### config.mk
export PLATFORM = sky130hd
export DESIGN_NAME = capture_channel_scheduler
export DESIGN_NICKNAME = d
export VERILOG_FILES = /design/src/rtl/capture_channel_scheduler.sv
export SDC_FILE = /design/constraint.sdc
export NUM_CORES = 1
export LEC_CHECK = 0
export BUFFER_PORTS_ARGS = -buffer_cell sky130_fd_sc_hd__clkbuf_2
export CAP_MARGIN = 20
export CORE_MARGIN = 5
export CORE_UTILIZATION = 40
export CTS_CLUSTER_SIZE = 40
export DETAILED_ROUTE_END_ITERATION = 8
export PLACE_DENSITY = 0.66
export SYNTH_ARGS = -nofsm -noshare
export SYNTH_HDL_FRONTEND = slang
export SYNTH_SLANG_ARGS = --single-unit
export TNS_END_PERCENT = 5
### constraint.sdc
create_clock -name clk -period 3.75 [get_ports clk]
set_input_delay 0.75 -clock clk [delete_from_list [all_inputs] [get_ports clk]]
set_output_delay 0.75 -clock clk [all_outputs]
set_load 0.02 [all_outputs]
### src/rtl/capture_channel_scheduler.sv
// Sweeps NUM_CH signals through one shared capture unit and emits one result beat per enabled channel.
// Optional CAP_SKIP_FIRST_EN: discard the first cap_done edge after each capture-unit clear.
module capture_channel_scheduler #(
  parameter int NUM_CH         = 4,
  parameter int TIMEOUT_CYCLES = 100000000,
  parameter int CLR_CYCLES     = 2,
  localparam int IW            = (NUM_CH > 1) ? $clog2(NUM_CH) : 1
) (
  input  logic              clk,
  input  logic              rst_n,
  input  logic [NUM_CH-1:0] sig_in,
  input  logic [NUM_CH-1:0] ch_enable,
  input  logic              start,
  output logic              busy,
  output logic              cap_rst,
  output logic              cap_signal,
  input  logic [31:0]       cap_frequency,
  input  logic [31:0]       cap_high_time,
  input  logic [31:0]       cap_low_time,
  input  logic              cap_done,
  output logic              result_valid,
  input  logic              result_ready,
  output logic [IW-1:0]     result_ch,
  output logic [31:0]       result_freq,
  output logic [31:0]       result_high,
  output logic [31:0]       result_low,
  output logic              result_timeout,
  output logic              sweep_done
);

  localparam int CW = $clog2(CLR_CYCLES) + 1;

  typedef enum logic [2:0] {
    IDLE, SELECT, CLEAR, MEASURE, OUTPUT, NEXT, DONE
  } state_t;

  state_t            state;
  logic [NUM_CH-1:0] mask;
  logic [IW-1:0]     index;
  logic [CW-1:0]     clr_cnt;
  logic [31:0]       tcnt;
  logic              done_q;
  logic              done_qq;
  logic              cap_edge;
  logic              edge_take;
  logic [IW-1:0]     next_idx;
`ifdef CAP_SKIP_FIRST_EN
  logic              first_seen;
`endif

  assign cap_edge = done_q & ~done_qq;
  assign next_idx = index + IW'(1);
`ifdef CAP_SKIP_FIRST_EN
  assign edge_take = cap_edge & first_seen;
`else
  assign edge_take = cap_edge;
`endif

  always_comb begin
    cap_signal = 1'b0;
    if (state != IDLE && state != DONE) cap_signal = sig_in[index];
  end

  always_ff @(posedge clk or negedge rst_n) begin
    if (!rst_n) begin
      state          <= IDLE;
      mask           <= '0;
      index          <= '0;
      clr_cnt        <= '0;
      tcnt           <= '0;
      done_q         <= 1'b0;
      done_qq        <= 1'b0;
      busy           <= 1'b0;
      cap_rst        <= 1'b1;
      result_valid   <= 1'b0;
      result_ch      <= '0;
      result_freq    <= '0;
      result_high    <= '0;
      result_low     <= '0;
      result_timeout <= 1'b0;
      sweep_done     <= 1'b0;
`ifdef CAP_SKIP_FIRST_EN
      first_seen     <= 1'b0;
`endif
    end else begin
      done_q     <= cap_done;
      done_qq    <= done_q;
      sweep_done <= 1'b0;
      cap_rst    <= 1'b0;
      case (state)
        IDLE: begin
          if (start && !busy) begin
            mask  <= ch_enable;
            index <= '0;
            busy  <= 1'b1;
            state <= SELECT;
          end
        end
        SELECT: begin
          if (mask[index]) begin
            clr_cnt <= '0;
            cap_rst <= 1'b1;
            state   <= CLEAR;
          end else begin
            state <= NEXT;
          end
        end
        CLEAR: begin
          if (clr_cnt == CW'(CLR_CYCLES - 1)) begin
            tcnt  <= '0;
            state <= MEASURE;
`ifdef CAP_SKIP_FIRST_EN
            first_seen <= 1'b0;
`endif
          end else begin
            clr_cnt <= clr_cnt + CW'(1);
            cap_rst <= 1'b1;
          end
        end
        MEASURE: begin
          if (edge_take) begin
            result_ch      <= index;
            result_freq    <= cap_frequency;
            result_high    <= cap_high_time;
            result_low     <= cap_low_time;
            result_timeout <= 1'b0;
            result_valid   <= 1'b1;
            state          <= OUTPUT;
          end else if (tcnt == 32'(TIMEOUT_CYCLES - 1)) begin
            result_ch      <= index;
            result_freq    <= '0;
            result_high    <= '0;
            result_low     <= '0;
            result_timeout <= 1'b1;
            result_valid   <= 1'b1;
            state          <= OUTPUT;
          end else begin
            tcnt <= tcnt + 32'd1;
`ifdef CAP_SKIP_FIRST_EN
            if (cap_edge) first_seen <= 1'b1;
`endif
          end
        end
        OUTPUT: begin
          if (result_ready) begin
            result_valid <= 1'b0;
            state        <= NEXT;
          end
        end
        NEXT: begin
          // Disabled channels are stepped over here at one cycle each, so an
          // empty mask completes NUM_CH+2 cycles after start.
          if (index == IW'(NUM_CH - 1)) begin
            sweep_done <= 1'b1;
            busy       <= 1'b0;
            state      <= DONE;
          end else begin
            index <= next_idx;
            state <= mask[next_idx] ? SELECT : NEXT;
          end
        end
        DONE:    state <= IDLE;
        default: state <= IDLE;
      endcase
    end
  end

endmodule

======== Yosys cells after proc, flatten, opt, wreduce, memory -nomap -nowiden ========
Index checks and enable logic that the tools add are counted.
storage, ports and cells
  bits in read-only memories .............. 0
  memories kept ........................... 0
  output and inout bits ................... 104
  register bits after elaboration ......... 148
  bits in latches ......................... 0
  memory bits (writable) .................. 0
  bits of input ports ..................... 109
cells by class
  reductions and logical operators ........ 18
  muxes and demuxes ....................... 45
  divide/modulo/power cells ............... 0
  add/subtract/negate cells ............... 3
  multiply operators ...................... 0
  bitwise gates (word level) .............. 2
  shifts and indexed selects .............. 0
  magnitude comparators ................... 2
  eq/ne operators ......................... 19
operator list
  cell                                                                     number
  32-bit two-way mux                                                       7
  32-bit one-hot mux with 2 select lines                                   1
  32-bit by 1-bit adder with 32-bit output, second input constant          1
  32-bit by 27-bit equality test with 1-bit output, second input constant  1
  3-bit two-way mux                                                        8
  2-bit != test, second input constant                                     9
  3-bit one-hot mux with 6 select lines                                    1
  1-bit two-way mux                                                        14
  2-bit two-way mux                                                        6
  3-bit AND reduction                                                      4
  2-bit nonzero test                                                       5
  2-bit one-hot mux with 2 select lines                                    2
  4-bit AND reduction                                                      2
  1-bit binary-select mux with 2-bit select                                3
  3-bit by 2-bit equality test with 1-bit output, second input constant    2
  3-bit equality test, second input constant                               2
  2-bit by 3-bit < comparator with 1-bit output, second input constant     2
  3-bit != test, second input constant                                     2
  1-bit one-hot mux with 2 select lines                                    3
  2-bit by 1-bit adder with 2-bit output, second input constant            2
  2-bit AND reduction                                                      2
  3-bit by 1-bit equality test with 1-bit output, second input constant    1
  3-bit zero test                                                          1
  3-bit nonzero test                                                       1
  6 further kinds                                                          7

======== Depth between registers and ports, before layout ========
  depth in word-level cells ............... 6
  gate-level depth with buffers ........... 9
  gate-level depth less buffers ........... 7

======== Least setup slack after synthesis ========
OpenSTA, ideal clock, no wires.
  path kind ............................... register to register
  from .................................... register clr_cnt[1]
  to ...................................... register tcnt[31]
  stages on the path, launching flop included .. 10
  data required time ...................... 3672 ps
  path buffers ............................ 2
  slack ................................... 1143 ps
  arrival ................................. 2530 ps
  cell sequence ........................... dfrtp_1 -> inv_1 -> ha_1 -> nor2_1 -> or4_1 -> buf_2 -> or4_1 -> buf_2 -> or4_1 -> a21oi_1
on the way
  cells in the longest elaborated chain, start to end .. 3
RTL lines
  element                                         RTL line  RTL
  from (decl)                                     40        logic [CW-1:0] clr_cnt;
  from (signal assigned)                          116       clr_cnt <= clr_cnt + CW'(1);
  2-bit by 1-bit equality test with 1-bit output  109       if (clr_cnt == CW'(CLR_CYCLES - 1)) begin
  2-bit != test (no line)                         --
  4-bit AND reduction (no line)                   --
  to (signal assigned)                            138       tcnt <= tcnt + 32'd1;
  to (decl)                                       41        logic [31:0] tcnt;
No other way between the ends.
A chain may end at the register's enable or synchronous reset.

======== Worst setup path after layout ========
  from .................................... register state[2]
  to ...................................... register tcnt[31]
on the way
  cells in the longest elaborated chain, start to end .. 3
RTL lines
  element                                                               RTL line  RTL
  from (decl)                                                           37        state_t state;
  from (signal assigned)                                                159       state <= mask[next_idx] ? SELECT : NEXT;
  3-bit by 2-bit equality test with 1-bit output                        90        case (state)
  2-bit != test (no line) / 2-bit nonzero test (equally long branches)  --
  4-bit AND reduction (no line)                                         --
Several ways; a longest one is shown, not always the timed one.

==> flow_summary_export.csv <==
group,metric,value,unit
synthesis,ys_ff_latch,148,
place,portBuffers,212,
synthesis,async_flop_share,100.0,%
pwr,powerDensity,671.2,mW/mm2
worst_setup_path,reg2reg_depth,5,
detailed_routing,drc,0,
synthesis,synth_top_area_share,59.17,%
clocking,clock_latency,0.42,ns
status,outcome,"completed",
hold_path,hold_path.class,"primary input to asynchronous set/reset pin",
cells_and_area,fin_cells,924,
pwr,vdd.ir_drop.worst,0.3398,mV
global_route,grt.overflow.total,0,
detailed_routing,postRouteAntennaNets,0,
cells_and_area,drive_above_1_share,36.28,%
worst_setup_path,cp-startpoint,"state[2]",
timing,worst_pin_slew,1.023,ns
global_route,track_usage,19.53,%
synthesis,yosysTopAreaCell,"dfrtp_1",
synthesis,synth_common_cells,"dfrtp_1 (147), a22o_1 (96), clkbuf_1 (34), nand2_1 (26), a21oi_1 (25)",
worst_setup_path,cp.arrival,3.22,ns
clocking,cts_tree,"yes",
clocking,postCtsSetupRepairBufs,0,
clocking,cts_buffers,17,
detailed_routing,highest_layer,"met4",
detailed_routing,routed-wl-met3,1.429,mm
detailed_routing,wl_met1,7.169,mm
floorplanning,die_w,134.7,um
worst_setup_path,critPathMaxFanout,17,
timing,maxSlewHeadroom,31.80,%
floorplanning,start_util,40.90,%
global_route,grt_max_degree,98,
run,drv_cap,0,
place,dp_hpwl,12.38,mm
timing,maxSlewViolCount,0,
detailed_routing,drt_first_pass_iters,4,
timing,hold_viol,0,
worst_setup_path,crit_end,"tcnt[31]",
worst_setup_path,r2r_setup_slack,0.85,ns
timing,fin_skew,0.007365,ns
global_route,grt_pass1_vias,5244,
timing,fmax,345.4,MHz
clocking,clk_pin_slew,0.06,ns
detailed_routing,wl_met2,8.537,mm
timing,rsz0062_at_grt,"no",
place,gp_congestion,0.9042,
cells_and_area,fill_cells,1340,
detailed_routing,vias,5188,
cells_and_area,nNetsFinal,836,
cells_and_area,synthToLayoutAreaGrowth,30.53,%
synthesis,yosys.cell_count.top_type,"dfrtp_1",
synthesis,postSynthCellCount,524,
worst_setup_path,start_kind,"flip-flop",
worst_setup_path,crit_type,"flip-flop to flip-flop",
synthesis,synth_edf_count,0,
synthesis,synth_nets,636,
clocking,ctsHoldBuffers,0,
timing,setup_viol,0,
synthesis,synth_area_leaders,"dfrtp_1 (59%), a22o_1 (14%), clkbuf_1 (2.1%)",
floorplanning,rows,45,
clocking,ctsLongestPathBuffers,2,
worst_setup_path,required,4.08,ns
synthesis,synthDistinctLibCells,45,
global_route,grt_pass1_wl,27.95,mm
detailed_routing,avgRoutedWirePerCell,18.91,um
synthesis,yosysSeqAreaShare,59.59,%
synthesis,yosysWarningCount,0,
cells_and_area,antenna_cells,0,
synthesis,syn_avg_cell_area,11.86,um2
global_route,antenna_found_initial,0,
worst_setup_path,r2r_start,"state[2]",
floorplanning,io-pin-count,213,
floorplanning,coreArea,0.01520,mm2
place,place_ws,0.8588,ns
clocking,root_buffer,"clkbuf_16",
timing,worst_slack,0.8547,ns
detailed_routing,viasPerCell,5.615,
pwr,leakage,0.004116,uW
detailed_routing,drt_iter0_markers,352,
timing,period_needed,2.895,ns
detailed_routing,wl,17.48,mm
worst_setup_path,critPathCaptureType,"flip-flop",
synthesis,synth_ff_type,"dfrtp_1",
worst_setup_path,r2r-end,"tcnt[31]",
timing,finalCritPeriodShare,77.21,%
floorplanning,die_height,134.7,um
clocking,cts_resized,0,
floorplanning,dieArea,0.01814,mm2
synthesis,synth_area,0.006217,mm2
place,placed_cells,893,
clocking,cts.htree.levels,4,
clocking,cts_sinks,148,
timing,fin_tns_setup,0,ns
per-stage QoR:
step	power, uW	cell area [um2]	utilization (%)	hold WS (ns)
2_1_floorplan	3039	6217	-	0.3593
4_1_cts	5495	8115	53.38	0.3975
3_5_place_dp	3592	7461	49.08	0.3893
3_3_place_gp	3557	7461	49.08	0.3791
6_report	5447	8115	53.38	0.3894
5_1_grt	5711	8115	53.38	0.4156
registers in the layout (all words and copies together) (netlist names), 2 cells and up:
register     flops
result_freq     32
tcnt            32
index            2
result_low      32
result_ch        2
mask             4
result_high     32
state            3
clr_cnt          2
how the worst min path moves through the flow:
stage / endpoint / from / cells after the start
3_3_place_gp: done_qq / done_q / 0
6_report: index[0] / rst_n / 1
5_1_grt: done_qq / done_q / 0
2_1_floorplan: done_qq / done_q / 0
3_5_place_dp: done_qq / done_q / 0
4_1_cts: done_qq / done_q / 0
final cells by class:
| cell class | count | area, um2 | area share [%] |
|---|---|---|---|
| Clock inverter | 12 | 201.4 | 2.482 |
| Inverter | 8 | 30.03 | 0.3700 |
| Multi-Input combinational cell | 330 | 2346 | 28.91 |
| Clock buffer | 19 | 452.9 | 5.581 |
| Tap cell | 188 | 235.2 | 2.899 |
| Timing Repair Buffer | 219 | 1145 | 14.11 |
| Sequential cell | 148 | 3705 | 45.65 |
where the power goes:
part           internal, uW  leakage, uW  switching, uW
clock                  1220     0.000316            665
combinational           591      0.00181            777
sequential             1930      0.00199            272
logic make-up after synthesis:
family / after synthesis / synth area share [%]
compound gates: 163 / 20.02
simple gates: 144 / 13.04
buf+inv: 46 / 2.938
xor+xnor: 8 / 1.127
mux: 12 / 2.677
flops: 148 / 59.59
fa+ha+maj: 3 / 0.6038
metal layers:
layer  up-vias  GRT usage (%)
li1       2400              -
met1      2582          25.29
met2       181          30.13
met3        25          8.048
met4         0          5.939
met5         -              0
cell usage in the layout, fill, tap and decap left out, types with 4 or more instances in the layout:
cell       netlist  layout
dfrtp_1        147     147
and4_1           4       4
o21ai_0         16      16
buf_4            0       5
o211ai_1         5       5
nor4_1           9       9
mux2_2           7       7
xnor2_1          6       6
clkbuf_2         0     211
or3_1           17      17
clkbuf_16        0      17
nand4_1         14      14
o31ai_1          8       8
bufinv_16        0       5
a22o_1          96      96
nand2b_1         5       5
inv_1            8       8
nor3_1           7       7
and3_1           8       8
a21oi_1         25      24
or4_1           12      12
nand3_1         15      15
nor2_1          16      16
nand2_1         26      26
critical path, stage by stage (launching register included):
cell and delay, ns:
dfrtp_1 0.56, nand2b_4 0.24, or4_1 0.67, or4_1 0.68
or4_1 0.51, a21oi_1 0.16
(Power assumes the default switching activity.)
